===== src/rtl/greater_flag_pkg.sv =====
// rtl/greater_flag_pkg.sv - shared definitions for the flag unit comparators
//   DEFAULT_WORDSIZE : default operand width in bits
//   SLICE_W          : width of one compare slice
//   slice_res_t      : {gt, eq} result of one slice compare
package greater_flag_pkg;

    localparam int DEFAULT_WORDSIZE = 64;
    localparam int SLICE_W          = 8;

    typedef struct packed {
        logic gt;
        logic eq;
    } slice_res_t;

endpackage


===== src/rtl/greater_slice.sv =====
// rtl/greater_slice.sv - one-byte magnitude compare producing {gt, eq}
//   a, b : SLICE_W-bit operands (unsigned)
//   res  : res.gt = a > b, res.eq = a == b
module greater_slice
    import greater_flag_pkg::*;
(
    input  logic [SLICE_W-1:0] a,
    input  logic [SLICE_W-1:0] b,
    output slice_res_t         res
);

    always_comb begin
        res.gt = (a > b);
        res.eq = (a == b);
    end

endmodule


===== src/rtl/greater_flag.sv =====
// rtl/greater_flag.sv - registered a > b flag, unsigned or signed per operation
//   clk, rst_n         : clock, asynchronous active-low reset
//   in_valid           : operands and mode valid this cycle
//   is_signed          : 1 = two's-complement compare, 0 = unsigned
//   input_a, input_b   : WORDSIZE-bit operands
//   greater, out_valid : registered result, one cycle after in_valid
module greater_flag
    import greater_flag_pkg::*;
#(
    parameter int WORDSIZE = DEFAULT_WORDSIZE
) (
    input  logic                clk,
    input  logic                rst_n,
    input  logic                in_valid,
    input  logic                is_signed,
    input  logic [WORDSIZE-1:0] input_a,
    input  logic [WORDSIZE-1:0] input_b,
    output logic                greater,
    output logic                out_valid
);

    localparam int NSL = WORDSIZE / SLICE_W;

    // Flipping the sign bit maps two's-complement order onto unsigned order,
    // so the same slice chain serves both modes.
    logic [WORDSIZE-1:0] a_adj;
    logic [WORDSIZE-1:0] b_adj;

    always_comb begin
        a_adj = input_a;
        b_adj = input_b;
        a_adj[WORDSIZE-1] = input_a[WORDSIZE-1] ^ is_signed;
        b_adj[WORDSIZE-1] = input_b[WORDSIZE-1] ^ is_signed;
    end

    slice_res_t res [NSL];

    for (genvar g = 0; g < NSL; g++) begin : g_slice
        greater_slice u_slice (
            .a   (a_adj[g*SLICE_W +: SLICE_W]),
            .b   (b_adj[g*SLICE_W +: SLICE_W]),
            .res (res[g])
        );
    end

    // Priority merge: the most significant unequal slice decides.
    // All slices equal leaves gt_comb at 0, keeping the compare strict.
    logic gt_comb;
    logic decided;

    always_comb begin
        gt_comb = 1'b0;
        decided = 1'b0;
        for (int i = NSL - 1; i >= 0; i--) begin
            if (!decided && !res[i].eq) begin
                gt_comb = res[i].gt;
                decided = 1'b1;
            end
        end
    end

    // greater holds across in_valid gaps; only out_valid drops.
    always_ff @(posedge clk or negedge rst_n) begin
        if (!rst_n) begin
            greater   <= 1'b0;
            out_valid <= 1'b0;
        end else begin
            out_valid <= in_valid;
            if (in_valid) begin
                greater <= gt_comb;
            end
        end
    end

endmodule


===== config.mk =====
export PLATFORM = sky130hd
export DESIGN_NAME = greater_flag
export DESIGN_NICKNAME = d
export VERILOG_FILES = /design/src/rtl/greater_flag_pkg.sv /design/src/rtl/greater_slice.sv /design/src/rtl/greater_flag.sv
export SDC_FILE = /design/constraint.sdc
export NUM_CORES = 1
export LEC_CHECK = 0
export ABC_CLOCK_PERIOD_IN_PS = 900
export CAP_MARGIN = 20
export CELL_PAD_IN_SITES_DETAIL_PLACEMENT = 0
export CELL_PAD_IN_SITES_GLOBAL_PLACEMENT = 1
export CORE_AREA = 2 2 91 93
export CTS_BUF_LIST = sky130_fd_sc_hd__clkbuf_8
export CTS_CLUSTER_SIZE = 28
export DETAILED_ROUTE_END_ITERATION = 8
export DIE_AREA = 0 0 93 95
export GPL_TIMING_DRIVEN = 0
export MAX_ROUTING_LAYER = met4
export PLACE_DENSITY = 0.89
export REMOVE_ABC_BUFFERS = 1
export SYNTH_ARGS = -nofsm -noshare
export SYNTH_HDL_FRONTEND = slang
export SYNTH_SLANG_ARGS = --single-unit

===== constraint.sdc =====
create_clock -name clk -period 0.9 [get_ports clk]
set_clock_uncertainty 0.15 [all_clocks]
set_input_delay 0.18 -clock clk [delete_from_list [all_inputs] [get_ports clk]]
set_output_delay 0.18 -clock clk [all_outputs]
set_load 0.01 [all_outputs]

==> results of run 1 <==
timing repair:
action	in CTS	in global routing
gates resized for setup	261	1
setup buffers	24	0
setup endpoints to repair	3	3
pin swaps	71	3
hold endpoints to repair	2	2
cell type report:
type / instances / area, um^2
flip-flops and latches: 2 / 50.0
repair buffers: 157 / 1330
fillers: 770 / 3980
well taps: 105 / 131
clock buffers: 3 / 41.3
inverters: 67 / 251
multi-input cells: 170 / 2140
per-stage QoR:
stage	setup TNS [ps]	total power, W	std cells	setup slack (ps)
after floorplan	-1060	0.000706	239	-1060
after global placement	-2490	0.00142	477	-1820
after detailed placement	-2510	0.00144	477	-1830
after CTS	-1410	0.00205	504	-1120
after global routing	-1540	0.00229	504	-1230
final	-1410	0.00209	504	-1120
path summary, 6_finish.rpt:
kind | startpoint | endpoint | slack [ps] | cells after the start
min in group clk | in_valid | out_valid | 390 | 1
min reg2reg | greater | greater | 450 | 2
max in group asynchronous | rst_n | greater | 490 | 1
max reg2reg | greater | greater | 70 | 2
max | input_b[5] | greater | -1120 | 10
min | rst_n | out_valid | -20 | 1
cells in the final DEF (no fill, tap or decap), types with 3 or more instances in the layout:
cell | Yosys | layout
clkbuf_8 | 0 | 3
nand2_1 | 4 | 4
nor2b_1 | 3 | 3
nand3_1 | 7 | 7
nand4_4 | 1 | 5
inv_2 | 0 | 40
nor3_1 | 3 | 3
o21ai_0 | 10 | 9
buf_2 | 0 | 16
nor2_1 | 9 | 8
inv_1 | 67 | 27
clkdlybuf4s50_1 | 0 | 25
and3_4 | 0 | 3
buf_4 | 0 | 24
ha_4 | 0 | 40
dlygate4sd2_1 | 0 | 85
a211oi_1 | 5 | 4
ha_1 | 64 | 23
clkdlybuf4s15_1 | 0 | 4
a21o_1 | 4 | 4
buf_6 | 0 | 3
nand4_1 | 8 | 8
o211ai_1 | 3 | 3
a21oi_1 | 12 | 11
state kept, by name (all words and copies together), names as in the netlist:
name and flops:
greater 1, out_valid 1
power groups by stage:
stage	Clock, W	Sequential, W	Combinational, W
6_report	0.000367	0.000108	0.00162
3_5_place_dp	0	0.000107	0.00133
3_3_place_gp	0	0.000107	0.00131
5_1_grt	0.000381	0.000109	0.00180
4_1_cts	0.000367	0.000108	0.00157
2_1_floorplan	0	0.000112	0.000594
logic make-up (layout without fill, tap and decap cells):
family,after synthesis,after routing,share of synthesized area
buffers and inverters,67,227,0.136
AOI/OAI and AO/OA,49,49,0.187
and+or+nand+nor,55,55,0.207
adders and majority gates,64,64,0.434
DFF,2,2,0.0271
xor gates and xnor gates,2,2,0.00949
metal layers:
layer | global-route usage | vias to the layer above
li1 | - | 1169
met1 | 0.162 | 1036
met2 | 0.312 | 65
met3 | 0.00878 | 10
met4 | 0.0417 | 0
met5 | - | -
==> impl_metrics.prom, run 1 <==
# TYPE chip_impl_metric gauge
chip_impl_info{name="slowest_stage",value="or4_4"} 1
chip_impl_metric{name="detail_route.iter0.violations",unit=""} 47
chip_impl_metric{name="cts_buffers",unit=""} 3
chip_impl_metric{name="cts.clk_slew.worst_paths",unit="ps"} 30
chip_impl_info{name="crit_path_cell_trace",value="clkdlybuf4s15_1 > inv_2 > ha_4 > a211oi_2 > nor2_1 > or4_4 > o31ai_4 > a31oi_2 > o21ai_2 > o221ai_2"} 1
chip_impl_metric{name="internal_cell_power",unit="W"} 0.00132
chip_impl_metric{name="routedWlPerCell",unit="um"} 13.4
chip_impl_info{name="start_kind",value="primary input"} 1
chip_impl_metric{name="worst-path-max-fanout",unit=""} 2
chip_impl_metric{name="min_period",unit="ps"} 2020
chip_impl_metric{name="place.detailed.hpwl",unit="um"} 4850
chip_impl_metric{name="route.detailed.vias_per_inst",unit=""} 4.52
chip_impl_metric{name="fin_ws",unit="ps"} -1120
chip_impl_metric{name="antenna-diode-count",unit=""} 0
chip_impl_metric{name="cts.sink_count",unit=""} 2
chip_impl_info{name="outcome",value="complete, but fails checks"} 1
chip_impl_metric{name="postSynthAreaPerCell",unit="um^2"} 7.73
chip_impl_metric{name="numPortBuffers",unit=""} 133
chip_impl_metric{name="hold_ws",unit="ps"} -20.3
chip_impl_info{name="holdCritPathClass",value="in2async"} 1
chip_impl_metric{name="std_cell_rows",unit=""} 33
chip_impl_info{name="post_synth_most_frequent_cells",value="67 x inv_1, 64 x ha_1, 12 x a21oi_1"} 1
chip_impl_metric{name="power_frac_clock",unit=""} 0.176
chip_impl_metric{name="globalplace.congestion",unit=""} 0.759
chip_impl_metric{name="combPwrFrac",unit=""} 0.772
chip_impl_metric{name="clkLatencyLatePin",unit="ps"} 210
chip_impl_info{name="synth.top_cells.by_area",value="ha_1 43%, inv_1 14%, a21oi_1 3.3%, dfrtp_1 2.7%, nand4_1 2.7%"} 1
chip_impl_metric{name="pwr-share-seq",unit=""} 0.052
chip_impl_metric{name="timing.max_slew.rel_slack",unit=""} 0.749
chip_impl_metric{name="final_layout_size_suffix_gt1_frac",unit=""} 0.386
chip_impl_metric{name="fin_util",unit=""} 0.498
chip_impl_metric{name="report.final.setup_viol",unit=""} 3
chip_impl_metric{name="detail_route.wirelength.met1",unit="um"} 2610
chip_impl_metric{name="ant_nets",unit=""} 0
chip_impl_metric{name="max_slew_violation_total_from_the_final_report",unit=""} 0
chip_impl_metric{name="power.density_cell_area",unit="nW/um^2"} 530
chip_impl_metric{name="total_global_routing_track_utilization",unit=""} 0.155
chip_impl_info{name="library_cell_with_the_highest_instance_count_after_synthesis",value="inv_1"} 1
chip_impl_metric{name="grt.overflow.total",unit=""} 0
chip_impl_info{name="critical_path.endpoint_type",value="flip-flop"} 1
chip_impl_info{name="cp_top_family",value="compound AO/OA/AOI/OAI gates"} 1
chip_impl_metric{name="timing_worst_slew_pin_value",unit="ps"} 376
chip_impl_metric{name="cts_htree_levels",unit=""} 1
chip_impl_metric{name="first_global_vias",unit=""} 2507
chip_impl_metric{name="achievable-frequency",unit="GHz"} 0.495
chip_impl_metric{name="synth_area",unit="um^2"} 1850
chip_impl_metric{name="timing.critical_path.slowest_cell_delay",unit="ps"} 520
chip_impl_metric{name="routed-wl-met2",unit="um"} 3760
chip_impl_metric{name="largest_net_degree_at_the_start_of_global_routing",unit=""} 5
chip_impl_metric{name="max_cap_viols",unit=""} 0
chip_impl_metric{name="leakagePower",unit="nW"} 1.86
chip_impl_info{name="postSynth.topFlopCell",value="dfrtp_1"} 1
chip_impl_info{name="violations",value="hold timing, setup timing"} 1
chip_impl_metric{name="fp.coreArea",unit="um^2"} 7930
chip_impl_metric{name="report.final.hold_viol_count",unit=""} 2
chip_impl_metric{name="antenna_found_initial",unit=""} 0
chip_impl_info{name="tritoncts",value="yes"} 1
chip_impl_metric{name="drt-pass1-iter-count",unit=""} 2
chip_impl_metric{name="wl_met3",unit="um"} 265
chip_impl_metric{name="synth.top_cell.area_share",unit=""} 0.434
chip_impl_metric{name="floorplan.die.height",unit="um"} 95
chip_impl_info{name="route.top_layer_used",value="met4"} 1
chip_impl_metric{name="final_design_area_no_fill",unit="um^2"} 3950
chip_impl_metric{name="worst-endpoint-required",unit="ps"} 830
chip_impl_metric{name="sw_frac_of_total",unit=""} 0.367
chip_impl_metric{name="vdd_ir_drop_max",unit="V"} 0.000256
chip_impl_metric{name="post_route_clock_period_utilization",unit=""} 2.24
chip_impl_metric{name="proportion_of_synthesized_flip_flops_having_asynchronous_set_or_reset",unit=""} 1.00
chip_impl_metric{name="grt_pass1_wl",unit="um"} 10800
chip_impl_metric{name="worstPathBufferInverterCount",unit=""} 2
chip_impl_metric{name="detail_route.drc_violations",unit=""} 0
chip_impl_metric{name="netlist-cell-type-count",unit=""} 40
chip_impl_metric{name="num-nets-final",unit=""} 597
chip_impl_info{name="clk_root_buffer_cell",value="clkbuf_8"} 1
chip_impl_metric{name="yosysWarningCount",unit=""} 0
chip_impl_metric{name="initial_core_util",unit=""} 0.233
chip_impl_info{name="worst-setup-path-type",value="in2reg"} 1
chip_impl_metric{name="flow.area_growth_from_synthesis",unit="%"} 114
chip_impl_metric{name="route.vias.total",unit=""} 2280
chip_impl_metric{name="switchingPower",unit="W"} 0.000768
chip_impl_metric{name="die_area",unit="um^2"} 8840
chip_impl_metric{name="clock_tree.buffer_depth",unit=""} 2
chip_impl_metric{name="postPlaceCellArea",unit="um^2"} 3310
chip_impl_metric{name="arrival",unit="ps"} 1950
chip_impl_info{name="grt_setup_unrepaired",value="yes"} 1
chip_impl_metric{name="drt-total-wl",unit="um"} 6750
chip_impl_metric{name="design.portCount",unit=""} 134
chip_impl_metric{name="ys_ff_latch",unit=""} 2
chip_impl_metric{name="dieWidth",unit="um"} 93
chip_impl_metric{name="yosysSeqAreaShare",unit=""} 0.0271
chip_impl_metric{name="synthesis.instances",unit=""} 239
chip_impl_metric{name="synth-edff-count",unit=""} 0
chip_impl_info{name="synth_largest_area_cell",value="ha_1"} 1
Note: power is estimated with default switching activity, not from simulation.
==> run 2: changes to the inputs <==
--- a/config.mk
+++ b/config.mk
@@ -11,13 +11,11 @@
 export CELL_PAD_IN_SITES_GLOBAL_PLACEMENT = 1
 export CORE_AREA = 2 2 91 93
 export CTS_BUF_LIST = sky130_fd_sc_hd__clkbuf_8
-export CTS_CLUSTER_SIZE = 28
 export DETAILED_ROUTE_END_ITERATION = 8
 export DIE_AREA = 0 0 93 95
 export GPL_TIMING_DRIVEN = 0
 export MAX_ROUTING_LAYER = met4
 export PLACE_DENSITY = 0.89
-export REMOVE_ABC_BUFFERS = 1
 export SYNTH_ARGS = -nofsm -noshare
 export SYNTH_HDL_FRONTEND = slang
 export SYNTH_SLANG_ARGS = --single-unit
==> impl_metrics.prom, run 2 (same netlist as run 1, synthesis figures left out) <==
# TYPE chip_impl_metric gauge
chip_impl_metric{name="cts.sink_count",unit=""} 2
chip_impl_metric{name="clock_tree.buffer_depth",unit=""} 2
chip_impl_metric{name="drt-total-wl",unit="um"} 6590
chip_impl_metric{name="num-nets-final",unit=""} 598
chip_impl_metric{name="cell_count_of_the_worst_reg_to_reg_path",unit=""} 3
chip_impl_metric{name="route.detailed.vias_per_inst",unit=""} 4.46
chip_impl_metric{name="timing_worst_slew_pin_value",unit="ps"} 359
chip_impl_metric{name="total_global_routing_track_utilization",unit=""} 0.147
chip_impl_metric{name="route.vias.total",unit=""} 2254
chip_impl_metric{name="timing.max_slew.rel_slack",unit=""} 0.761
chip_impl_metric{name="antenna_found_initial",unit=""} 0
chip_impl_metric{name="fin_util",unit=""} 0.513
chip_impl_metric{name="cts.clk_slew.worst_paths",unit="ps"} 30
chip_impl_metric{name="antenna-diode-count",unit=""} 0
chip_impl_info{name="grt_setup_unrepaired",value="yes"} 1
chip_impl_metric{name="power",unit="W"} 0.00212
chip_impl_metric{name="cts_buffers",unit=""} 3
chip_impl_info{name="setup.worst_path.start",value="input_a[55]"} 1
chip_impl_metric{name="die_area",unit="um^2"} 8840
chip_impl_metric{name="min_period",unit="ps"} 2110
chip_impl_metric{name="sw_frac_of_total",unit=""} 0.350
chip_impl_metric{name="fin_ws",unit="ps"} -1210
chip_impl_metric{name="first_global_vias",unit=""} 2439
chip_impl_metric{name="floorplan.die.height",unit="um"} 95
chip_impl_info{name="start_kind",value="primary input"} 1
chip_impl_metric{name="vdd_ir_drop_max",unit="V"} 0.000341
chip_impl_metric{name="std_cell_rows",unit=""} 33
chip_impl_metric{name="flow.area_growth_from_synthesis",unit="%"} 120
chip_impl_info{name="crit_path_end",value="greater"} 1
chip_impl_metric{name="post_route_clock_period_utilization",unit=""} 2.34
chip_impl_info{name="outcome",value="complete, but fails checks"} 1
chip_impl_metric{name="max_slew_violation_total_from_the_final_report",unit=""} 0
chip_impl_metric{name="internal_cell_power",unit="W"} 0.00138
chip_impl_metric{name="report.final.hold_viol_count",unit=""} 2
chip_impl_metric{name="power_frac_clock",unit=""} 0.163
chip_impl_metric{name="num-fill-cells",unit=""} 744
chip_impl_metric{name="largest_net_degree_at_the_start_of_global_routing",unit=""} 4
chip_impl_metric{name="initial_core_util",unit=""} 0.233
chip_impl_metric{name="design.portCount",unit=""} 134
chip_impl_metric{name="routedWlPerCell",unit="um"} 13.1
chip_impl_metric{name="pwr-share-seq",unit=""} 0.052
chip_impl_metric{name="dieWidth",unit="um"} 93
chip_impl_metric{name="reg2reg_setup_slack",unit="ps"} -60
chip_impl_metric{name="arrival",unit="ps"} 2080
chip_impl_metric{name="globalplace.congestion",unit=""} 0.705
chip_impl_metric{name="hold_ws",unit="ps"} -12.8
chip_impl_metric{name="drt-pass1-iter-count",unit=""} 3
chip_impl_metric{name="stdcell_count",unit=""} 505
chip_impl_metric{name="combPwrFrac",unit=""} 0.786
chip_impl_metric{name="switchingPower",unit="W"} 0.000743
chip_impl_info{name="reg.largest.list",value="greater x1, out_valid x1"} 1
chip_impl_info{name="violations",value="hold timing, setup timing"} 1
chip_impl_metric{name="grt_pass1_wl",unit="um"} 10300
chip_impl_metric{name="fp.coreArea",unit="um^2"} 7930
chip_impl_metric{name="ant_nets",unit=""} 0
chip_impl_info{name="mostFrequentLayoutCell",value="dlygate4sd2_1"} 1
chip_impl_info{name="regToRegEndpoint",value="greater"} 1
chip_impl_info{name="holdCritPathClass",value="in2async"} 1
chip_impl_metric{name="detail_route.iter0.violations",unit=""} 10
chip_impl_metric{name="place.detailed.hpwl",unit="um"} 4910
chip_impl_metric{name="worst-endpoint-required",unit="ps"} 870
chip_impl_info{name="worst_r2r_startpoint",value="greater"} 1
chip_impl_info{name="worst-setup-path-type",value="in2reg"} 1
chip_impl_info{name="tritoncts",value="yes"} 1
chip_impl_metric{name="placedCellCount",unit=""} 477
chip_impl_info{name="critical_path.endpoint_type",value="flip-flop"} 1
chip_impl_metric{name="numPortBuffers",unit=""} 133
chip_impl_metric{name="cts_htree_levels",unit=""} 1
chip_impl_info{name="final_cell_mix",value="71 x dlygate4sd2_1, 42 x clkdlybuf4s50_1, 39 x ha_4"} 1
chip_impl_metric{name="synthesis.nets",unit=""} 435
chip_impl_metric{name="leakagePower",unit="nW"} 1.98
chip_impl_metric{name="max_cap_viols",unit=""} 0
chip_impl_metric{name="power.density_cell_area",unit="nW/um^2"} 522
chip_impl_metric{name="report.final.setup_viol",unit=""} 3
chip_impl_metric{name="final_layout_size_suffix_gt1_frac",unit=""} 0.338
chip_impl_info{name="clk_root_buffer_cell",value="clkbuf_8"} 1
chip_impl_metric{name="clkLatencyLatePin",unit="ps"} 210
chip_impl_metric{name="achievable-frequency",unit="GHz"} 0.474
chip_impl_metric{name="detail_route.drc_violations",unit=""} 0
chip_impl_metric{name="worst-path-max-fanout",unit=""} 2
chip_impl_metric{name="grt.overflow.total",unit=""} 0
## run 2: worst min-delay path by stage
stage | start | end | slack, ps | cells after the start
6_report | rst_n | greater | -10 | 1
5_1_grt | rst_n | out_valid | -10 | 1
4_1_cts | rst_n | out_valid | -10 | 1
3_5_place_dp | rst_n | out_valid | 200 | 1
3_3_place_gp | rst_n | out_valid | 200 | 1
2_1_floorplan | rst_n | greater | -270 | 0
## run 2: metrics by stage
step | setup WS [ps] | setup TNS, ps | instance area, um^2
6_report | -1210 | -1480 | 4070
4_1_cts | -1240 | -1510 | 3980
3_3_place_gp | -1990 | -2680 | 3330
3_5_place_dp | -2000 | -2700 | 3330
5_1_grt | -1300 | -1620 | 4070
2_1_floorplan | -1050 | -1050 | 1860
## run 2: routing by layer
metal | vias up | track usage | wire length (um) | share of wire
li1 | 1167 | - | - | -
met1 | 1003 | 0.159 | 2720 | 0.41
met2 | 82 | 0.300 | 3510 | 0.53
met3 | 2 | 0.00958 | 337 | 0.051
met4 | 0 | 0.0184 | 25 | 0.0038
met5 | - | - | 0 | 0
## run 2: what timing repair did
action                                 CTS  global route
endpoints found under the hold margin    2             2
setup buffers                           23             2
resized for setup                      173            28
setup endpoints to repair                3             3
pin swaps                               58            22
## run 2: layout make-up
cell class              count  area, um^2  area share
well taps                 105         131      0.0323
flip-flops and latches      2        50.0      0.0123
repair buffers            158        1470       0.360
multi-input cells         170        2130       0.523
inverters                  67         251      0.0619
clock buffers               3        41.3      0.0102
## run 2: power groups by stage
stage	registers (W)	clock network (W)	logic, W
after floorplan	0.000112	0	0.000600
after global placement	0.000107	0	0.00132
after detailed placement	0.000108	0	0.00135
after CTS	0.000106	0.000348	0.00162
after global routing	0.000111	0.000367	0.00185
final	0.000110	0.000346	0.00167
## run 2: critical path, stage by stage
cell and delay, ps:
dlygate4sd2_1 250, ha_1 290, nand4_1 170, buf_4 190, buf_4 120, buf_4 130
buf_4 120, buf_4 120, buf_4 120, a21oi_2 110, o21a_1 160, o21ai_2 70
o221ai_2 60
